[src/rtl/frame_transmitter.sv]
// -----------------------------------------------------------------------------
// frame_transmitter
//
// Serialises a frame of NCHARS 6-bit-style character codes (one per byte of
// i_data, most significant byte first) into printable ASCII bytes for a UART
// transmitter. Each byte is handed over with a one-cycle strobe, then the
// block waits for the UART to go idle before moving to the next character.
//
// Ports
//   clk        : clock, all state changes on the rising edge
//   rst        : synchronous, active-high reset
//   i_data     : frame of codes; code 0 is i_data[8*NCHARS-1 -: 8]
//   i_send     : frame request, only looked at while o_ready=1
//   i_tx_busy  : UART transmitter busy
//   o_tx_data  : registered ASCII byte to the UART, held between strobes
//   o_tx_stb   : registered one-cycle byte strobe
//   o_ready    : high only while idle
//   o_done     : one-cycle pulse when the last byte has been accepted
//   o_err      : sticky, set when the frame contained an unmapped code;
//                cleared by the next accepted request or by reset
// -----------------------------------------------------------------------------
module frame_transmitter #(
    parameter int NCHARS = 10
) (
    input  logic                  clk,
    input  logic                  rst,
    input  logic [8*NCHARS-1:0]   i_data,
    input  logic                  i_send,
    input  logic                  i_tx_busy,
    output logic [7:0]            o_tx_data,
    output logic                  o_tx_stb,
    output logic                  o_ready,
    output logic                  o_done,
    output logic                  o_err
);

    localparam int         W    = 8 * NCHARS;
    localparam logic [3:0] LAST = 4'(NCHARS - 1);

    typedef enum logic [1:0] {
        S_IDLE,
        S_SEND,
        S_GAP,
        S_WAIT
    } state_t;

    state_t       state_q,   state_d;
    logic [3:0]   cnt_q,     cnt_d;
    logic [W-1:0] shreg_q,   shreg_d;
    logic [7:0]   tx_data_q, tx_data_d;
    logic         tx_stb_q,  tx_stb_d;
    logic         done_q,    done_d;
    logic         err_q,     err_d;

    // Code-to-ASCII translation of the byte currently at the head of the
    // shift register. Anything outside 0x00-0x3F goes out as '?' and is
    // flagged so the frame can be marked as bad.
    logic [7:0] top_code;
    logic [7:0] top_ascii;
    logic       top_bad;

    assign top_code = shreg_q[W-1 -: 8];

    always_comb begin
        top_ascii = 8'h3F;
        top_bad   = 1'b0;
        if (top_code <= 8'h09) begin
            top_ascii = top_code + 8'h30;          // '0'..'9'
        end else if (top_code <= 8'h23) begin
            top_ascii = top_code + 8'h37;          // 'A'..'Z'
        end else if (top_code <= 8'h3D) begin
            top_ascii = top_code + 8'h3D;          // 'a'..'z'
        end else if (top_code == 8'h3E) begin
            top_ascii = 8'h3F;                     // '?'
        end else if (top_code == 8'h3F) begin
            top_ascii = 8'h21;                     // '!'
        end else begin
            top_bad   = 1'b1;
        end
    end

    // Next-state and output logic. The strobe and done pulse default to 0
    // so they can only ever last the single cycle after the edge that set
    // them; the data byte defaults to holding its value.
    always_comb begin
        state_d   = state_q;
        cnt_d     = cnt_q;
        shreg_d   = shreg_q;
        tx_data_d = tx_data_q;
        tx_stb_d  = 1'b0;
        done_d    = 1'b0;
        err_d     = err_q;

        case (state_q)
            S_IDLE: begin
                if (i_send) begin
                    shreg_d = i_data;
                    cnt_d   = 4'd0;
                    err_d   = 1'b0;
                    state_d = S_SEND;
                end
            end

            S_SEND: begin
                if (!i_tx_busy) begin
                    tx_stb_d  = 1'b1;
                    tx_data_d = top_ascii;
                    if (top_bad) begin
                        err_d = 1'b1;
                    end
                    state_d = S_GAP;
                end
            end

            // One dead cycle after the strobe: the UART needs an edge to
            // raise its busy flag, so busy is not trusted here.
            S_GAP: begin
                state_d = S_WAIT;
            end

            S_WAIT: begin
                if (!i_tx_busy) begin
                    if (cnt_q == LAST) begin
                        done_d  = 1'b1;
                        state_d = S_IDLE;
                    end else begin
                        shreg_d = shreg_q << 8;
                        cnt_d   = cnt_q + 4'd1;
                        state_d = S_SEND;
                    end
                end
            end

            default: begin
                state_d = S_IDLE;
            end
        endcase
    end

    always_ff @(posedge clk) begin
        if (rst) begin
            state_q   <= S_IDLE;
            cnt_q     <= 4'd0;
            shreg_q   <= '0;
            tx_data_q <= 8'h00;
            tx_stb_q  <= 1'b0;
            done_q    <= 1'b0;
            err_q     <= 1'b0;
        end else begin
            state_q   <= state_d;
            cnt_q     <= cnt_d;
            shreg_q   <= shreg_d;
            tx_data_q <= tx_data_d;
            tx_stb_q  <= tx_stb_d;
            done_q    <= done_d;
            err_q     <= err_d;
        end
    end

    assign o_tx_data = tx_data_q;
    assign o_tx_stb  = tx_stb_q;
    assign o_done    = done_q;
    assign o_err     = err_q;
    assign o_ready   = (state_q == S_IDLE);

endmodule

[config.mk]
export PLATFORM = sky130hd
export DESIGN_NAME = frame_transmitter
export DESIGN_NICKNAME = d
export VERILOG_FILES = /design/src/rtl/frame_transmitter.sv
export SDC_FILE = /design/constraint.sdc
export NUM_CORES = 1
export LEC_CHECK = 0
export BUFFER_PORTS_ARGS = -buffer_cell sky130_fd_sc_hd__buf_2
export CORE_ASPECT_RATIO = 1.2
export CORE_MARGIN = 4
export CORE_UTILIZATION = 40
export DETAILED_ROUTE_END_ITERATION = 8
export PLACE_DENSITY_LB_ADDON = 0.08
export RECOVER_POWER = 100
export SLEW_MARGIN = 15
export SYNTH_ARGS = -nofsm -noshare
export SYNTH_HDL_FRONTEND = slang
export SYNTH_SLANG_ARGS = --single-unit
[constraint.sdc]
create_clock -name clk -period 5.2 [get_ports clk]
set_input_delay 0.78 -clock clk [delete_from_list [all_inputs] [get_ports clk]]
set_output_delay 0.78 -clock clk [all_outputs]
set_load 0.02 [all_outputs]
== After elaboration in Yosys (flattened, before gate mapping) ==
Index checks and enable logic that the tools add are counted.

* Flip-flop bits (word level): 97
* Input port bits: 84

* Add/sub/neg operators: 4
* $lt $le $gt $ge: 3
* Equality and inequality tests: 11
* Multiplexer cells: 29
* Bitwise gates (word level): 3
* Reduce and logical (&&, ||, !) cells: 9

{| class="wikitable"
|+ Operators with widths
! cell !! count
|-
| 80-bit two-way mux || 3
|-
| 80-bit one-hot mux with 2 select lines || 1
|-
| 8-bit by 6-bit adder with 8-bit output (second input constant) || 3
|-
| 8-bit two-way mux || 3
|-
| 8-bit by 6-bit equality test with 1-bit output (second input constant) || 2
|-
| 8-bit by 6-bit less-or-equal comparator with 1-bit output (second input constant) || 2
|-
| 4-bit two-way mux || 3
|-
| 1-bit two-way mux || 11
|-
| 5-bit two-way mux || 2
|-
| 2-bit inequality test (second input constant) || 5
|-
| 8-bit by 4-bit less-or-equal comparator with 1-bit output (second input constant) || 1
|-
| 2-bit one-hot mux with 4 select lines || 1
|-
| 4-bit one-hot mux with 2 select lines || 1
|-
| 4-bit AND reduction || 2
|-
| 2-bit two-way mux || 3
|-
| 4-bit by 1-bit adder with 4-bit output (second input constant) || 1
|-
| 2-bit equality test (second input constant) || 2
|-
| 4-bit equality test (second input constant) || 1
|-
| 2-bit nonzero test || 2
|-
| 1-bit inverter || 3
|-
| 3-bit AND reduction || 1
|-
| 3-bit OR reduction || 1
|-
| 2-bit by 1-bit equality test with 1-bit output (second input constant) || 1
|-
| 2-bit zero test || 1
|-
| other kinds (3) || 3
|}

== Depth between registers and ports, before layout ==
* Depth in word-level cells: 9
* Depth in mapped cells: 8
* Gate-level depth less buffers: 7

== Worst setup path before layout ==
OpenSTA, ideal clock, no wires.

* Kind: register to register
* Start point: reg shreg_q[76]
* End point: reg tx_data_q[0], in the netlist o_tx_data[0]
* Setup time: 67 ps
* Data arrival time: 2,057 ps
* Required time: 5,133 ps
* Setup slack: 3,076 ps
* Cell stages (with the launch flop): 9
* Path buffers: 1
* Cells stage by stage: dfxtp_1 -> clkbuf_1 -> inv_1 -> ha_1 -> or3b_4 -> or3b_4 -> and3_4 -> a211o_1 -> a21oi_2

* Longest elaborated chain between the ends: 5
* Elaborated cells between the ends (all ways): 8
* Classes of those cells: order compare (3); eq/ne (1); mux (4)

{| class="wikitable"
|+ Ends and longest elaborated chain
! element !! RTL line !! source
|-
| start: declaration || 49 || <nowiki>logic [W-1:0] shreg_q, shreg_d;</nowiki>
|-
| start signal: assignment || 152 || <nowiki>shreg_q <= shreg_d;</nowiki>
|-
| parallel branches: the longest is 4 deep, another holds 8-bit by 6-bit less-or-equal comparator with 1-bit output || n/a ||
|-
| 8-bit two-way mux (*) || 67 || <nowiki>if (top_code <= 8'h09) begin</nowiki>
|-
| end signal: assignment || 153 || <nowiki>tx_data_q <= tx_data_d;</nowiki>
|-
| end: declaration || 50 || <nowiki>logic [7:0] tx_data_q, tx_data_d;</nowiki>
|}

Every way passes the cells marked *.
A chain may end at the register's enable or synchronous reset.

== Final worst setup path ==
* Start point: reg state_q[1]
* End point: reg shreg_q[58]

* Longest elaborated chain between the ends: 3
* Elaborated cells between the ends (all ways): 8
* Classes of those cells: eq/ne (4); mux (1); reduce/logical (3)

{| class="wikitable"
|+ Ends and longest elaborated chain
! element !! RTL line !! source
|-
| start: declaration || 47 || <nowiki>state_t state_q, state_d;</nowiki>
|-
| start signal: assignment || 150 || <nowiki>state_q <= state_d;</nowiki>
|-
| 2-bit equality test / 2-bit zero test (equally long branches) || 94 || <nowiki>case (state_q)</nowiki>
|-
| 2-bit inequality test (no line) / 2-bit nonzero test (equally long branches) || n/a ||
|-
| 4-bit AND reduction (no line) || n/a ||
|}

Parallel ways exist; a longest one is shown, timed or not.

==> metrics.md <==
| Metric | Value |
|---|---|
| Status | `finished with violations` |
| Failing checks | `capacitance limit, slew limit` |
| Worst hold slack | `roughly 0.46 ns` |
| VDD IR-drop max | `roughly 0.00028 V` |
| Clock Latency Late Sink | `about 0.34 ns` |
| Seq pwr share | `between 30% and 40%` |
| Via count | `~3.8k` |
| Seq/Total Area, Yosys | `41.9%` |
| Reg2Reg Depth | `7` |
| Antenna violations before repair | `0` |
| Cell Rows | `42` |
| Drt drc | `0` |
| Post-CTS Setup Bufs | `0` |
| Antenna cells | `0` |
| Largest net degree at the start of global routing | `between 90 and 100` |
| Internal | `approximately 2.0 mW` |
| Resized cells post-CTS | `0` |
| FF-to-FF setup slack | `about 1.5 ns` |
| Placer congestion estimate | `0.816` |
| Total power | `about 3.4 mW` |
| Synth top cells by count | `dfxtp_1, nor2_1, a211oi_1, mux2i_1, clkbuf_1` |
| Sw Pwr | `between 1 and 1.5 mW` |
| Max Fclk | `about 0.27 GHz` |
| Die Area | `~13000 um^2` |
| Nets | `670` |
| Slowest cell delay on critical path | `about 1.2 ns` |
| Critical Path Start Type | `flop` |
| Leak pwr | `roughly 2 nW` |
| Final HPWL DP | `around 7.6 mm` |
| Top cells by area, synth | `dfxtp_1, mux2i_1, a211oi_1` |
| Hold Crit Class | `flop to flop` |
| First drt pass iteration count | `4` |
| Crit path kind | `flop to flop` |
| WP buf/inv | `1` |
| Clk root buf | `clkbuf_16` |
| IO Pins | `96` |
| Number of buffers created by CTS | `9` |
| PwrDens | `around 630 nW/um^2` |
| Share of the clock period used by the worst path | `between 70% and 80%` |
| Slew headroom | `-36.8%` |
| Finished Core Util | `48.5%` |
| Crit-path cells | `ha_4 > nor2b_1 > a22oi_1 > nor2_4 > clkbuf_1 > nor2_1 > a211oi_1` |
| Share of layout cells above drive strength 1 | `a little under a fifth` |
| Critical path depth in cells | `7` |
| Sw frac | `40.6%` |
| Cell area after synthesis | `around 4600 um^2` |
| CP arrival | `3.92 ns` |
| Most common cell in the netlist | `dfxtp_1` |
| Final std cells w/o fill | `~730` |
| Vias in the first global route | `3749` |
| Yosys top cell area share | `between 40% and 50%` |
| Clock-pin slew on the worst setup and hold paths | `around 0.060 ns` |
| Yosys reg bits | `97` |
| # hold bufs at CTS | `0` |
| Area of the core | `about 11000 um^2` |
| Top delay family on crit path | `buffers and inverters` |
| Cells after synthesis | `about 500` |
| TritonCTS Sinks | `97` |
| CTS HTree Levels | `3` |
| YS warnings | `0` |
| Final setup viols | `0` |
| Tmin final | `3.71 ns` |
| Setup TNS | `0 ns` |
| Number of flops mapped to enable cells by yosys | `0` |
| Initial Util | `around 41%` |
| Die X | `around 110 um` |
| Final setup margin | `1.49 ns` |
| Clock power share | `19.6%` |
| Synth async-reset ratio | `0%` |
| Vias per Instance | `roughly 5.2` |
| Worst path required time | `5.41 ns` |
| Final Instance Area | `~5400 um^2` |
| WL final | `about 11 mm` |
| Pre-CTS setup slack | `about 2.3 ns` |
| Final Slew Violations | `139` |
| WHS Path Cells | `2` |
| Crit-path slowest cell | `clkbuf_1` |
| Placed cells | `about 720` |
| Die H | `approximately 130 um` |
| Synthesized Nets | `600` |
| Dpl cell area | `roughly 5200 um^2` |
| RSZ-0062 raised after global routing | `false` |
| Worst-margin pin slew | `2.05 ns` |
| Avg WL per Cell | `roughly 15 um` |
| Fin. Hold Viols | `0` |
| Synth cell types | `42` |
| Area Growth Syn to Fin | `17.4%` |
| Dominant synthesized flop cell | `dfxtp_1` |
| Worst Clk Skew | `0.00950 ns` |
| Max-Cap Viols | `2` |
| First-pass GRT wire length | `18.0 mm` |
| Gr usage total | `16.5%` |
| DR iter-0 viols | `156` |
| CTS tree | `yes` |
| IO Port Bufs | `95` |
| Mean Syn Cell Area | `just over 9 um^2` |
| Final ANT Viol Nets | `0` |
| Global route overflow | `0` |
| Longest Clk Path Bufs | `2` |
| Dominant cell type by area after synthesis | `dfxtp_1` |
| CP Max Fanout | `a little over 40` |
| Worst setup EP type | `flop` |
| Combinational Power Share | `a little over two fifths` |
-- power by group through the flow --
stage / clock (mW) / sequential, mW / combinational, mW
2_1_floorplan: 0 / 1.25 / 1.23
3_3_place_gp: 0 / 1.30 / 1.44
3_5_place_dp: 0 / 1.31 / 1.49
4_1_cts: 0.690 / 1.30 / 1.49
5_1_grt: 0.720 / 1.35 / 1.68
6_report: 0.671 / 1.29 / 1.46
-- worst reg2reg max path: stages, from the launching register on --
cell	delay, ns
dfxtp_1	0.41
ha_4	0.55
nor2b_1	0.25
a22oi_1	0.14
nor2_4	0.66
clkbuf_1	1.19
nor2_1	0.09
a211oi_1	0.29
-- kinds of logic (layout without fill, tap and decap cells) --
family,after synthesis,in the layout,share of synthesized area [%]
buf+inv,50,125,4.78
mux,73,73,15.8
flops,97,97,41.9
xor+xnor,8,8,1.51
compound gates,122,122,18.9
simple gates,140,140,13.6
fa+ha+maj,13,13,3.51
-- flip-flops by register name, indices dropped and copies added, names as in the netlist --
| register | flops |
|---|---|
| o_done | 1 |
| o_tx_data | 8 |
| cnt_q | 4 |
| o_err | 1 |
| o_tx_stb | 1 |
| state_q | 2 |
| shreg_q | 80 |
-- final timing paths --
kind	from	endpoint
setup / recovery	state_q[1]$_SDFFE_PP0P_	shreg_q[58]$_SDFFE_PP0P_
hold / removal	o_tx_data[6]$_SDFFE_PP0P_	o_tx_data[6]$_SDFFE_PP0P_
setup reg to reg	state_q[1]$_SDFFE_PP0P_	shreg_q[58]$_SDFFE_PP0P_
hold reg to reg	o_tx_data[6]$_SDFFE_PP0P_	o_tx_data[6]$_SDFFE_PP0P_
-- placed cells by master, fill, tap and decap left out, drive strengths merged --
cell and n:
dfxtp 97, nor2 88, buf 83, mux2i 73, a211oi 73, clkbuf 26, a21oi 17, nand2 14
ha 13, inv 13, a22oi 9, o21ai 7, nand3 7, nor3 6, xnor2 5, nor3b 5
nor2b 4, nor4 3, or2 3, or3 3, xor2 3, o221ai 3, nand2b 2, or3b 2
o211ai 2, a31oi 2, a221oi 2, nand3b 1, or2b 1, o41ai 1, a22o 1, a2111oi 1
and3 1, a21bo 1, a21boi 1, o211a 1, a211o 1, clkinvlp 1, bufinv 1, clkinv 1
-- routing by layer --
metal  wire, um  vias up  GRT usage [%]
li1           -     1969              -
met2       5160       81           26.7
met4        202        0           7.62
met5          0        -              0
met3        493       14           3.17
met1       4860     1735           21.2
-- layout make-up --
type | instances | area (um^2)
fillers | 1116 | 5760
inverters | 10 | 37.5
well taps | 154 | 193
flip-flops and latches | 97 | 1940
clock buffers | 10 | 229
repair buffers | 99 | 479
multi-input cells | 356 | 2480
clock inverters | 6 | 72.6
Note: power is estimated with default switching activity, not from simulation.
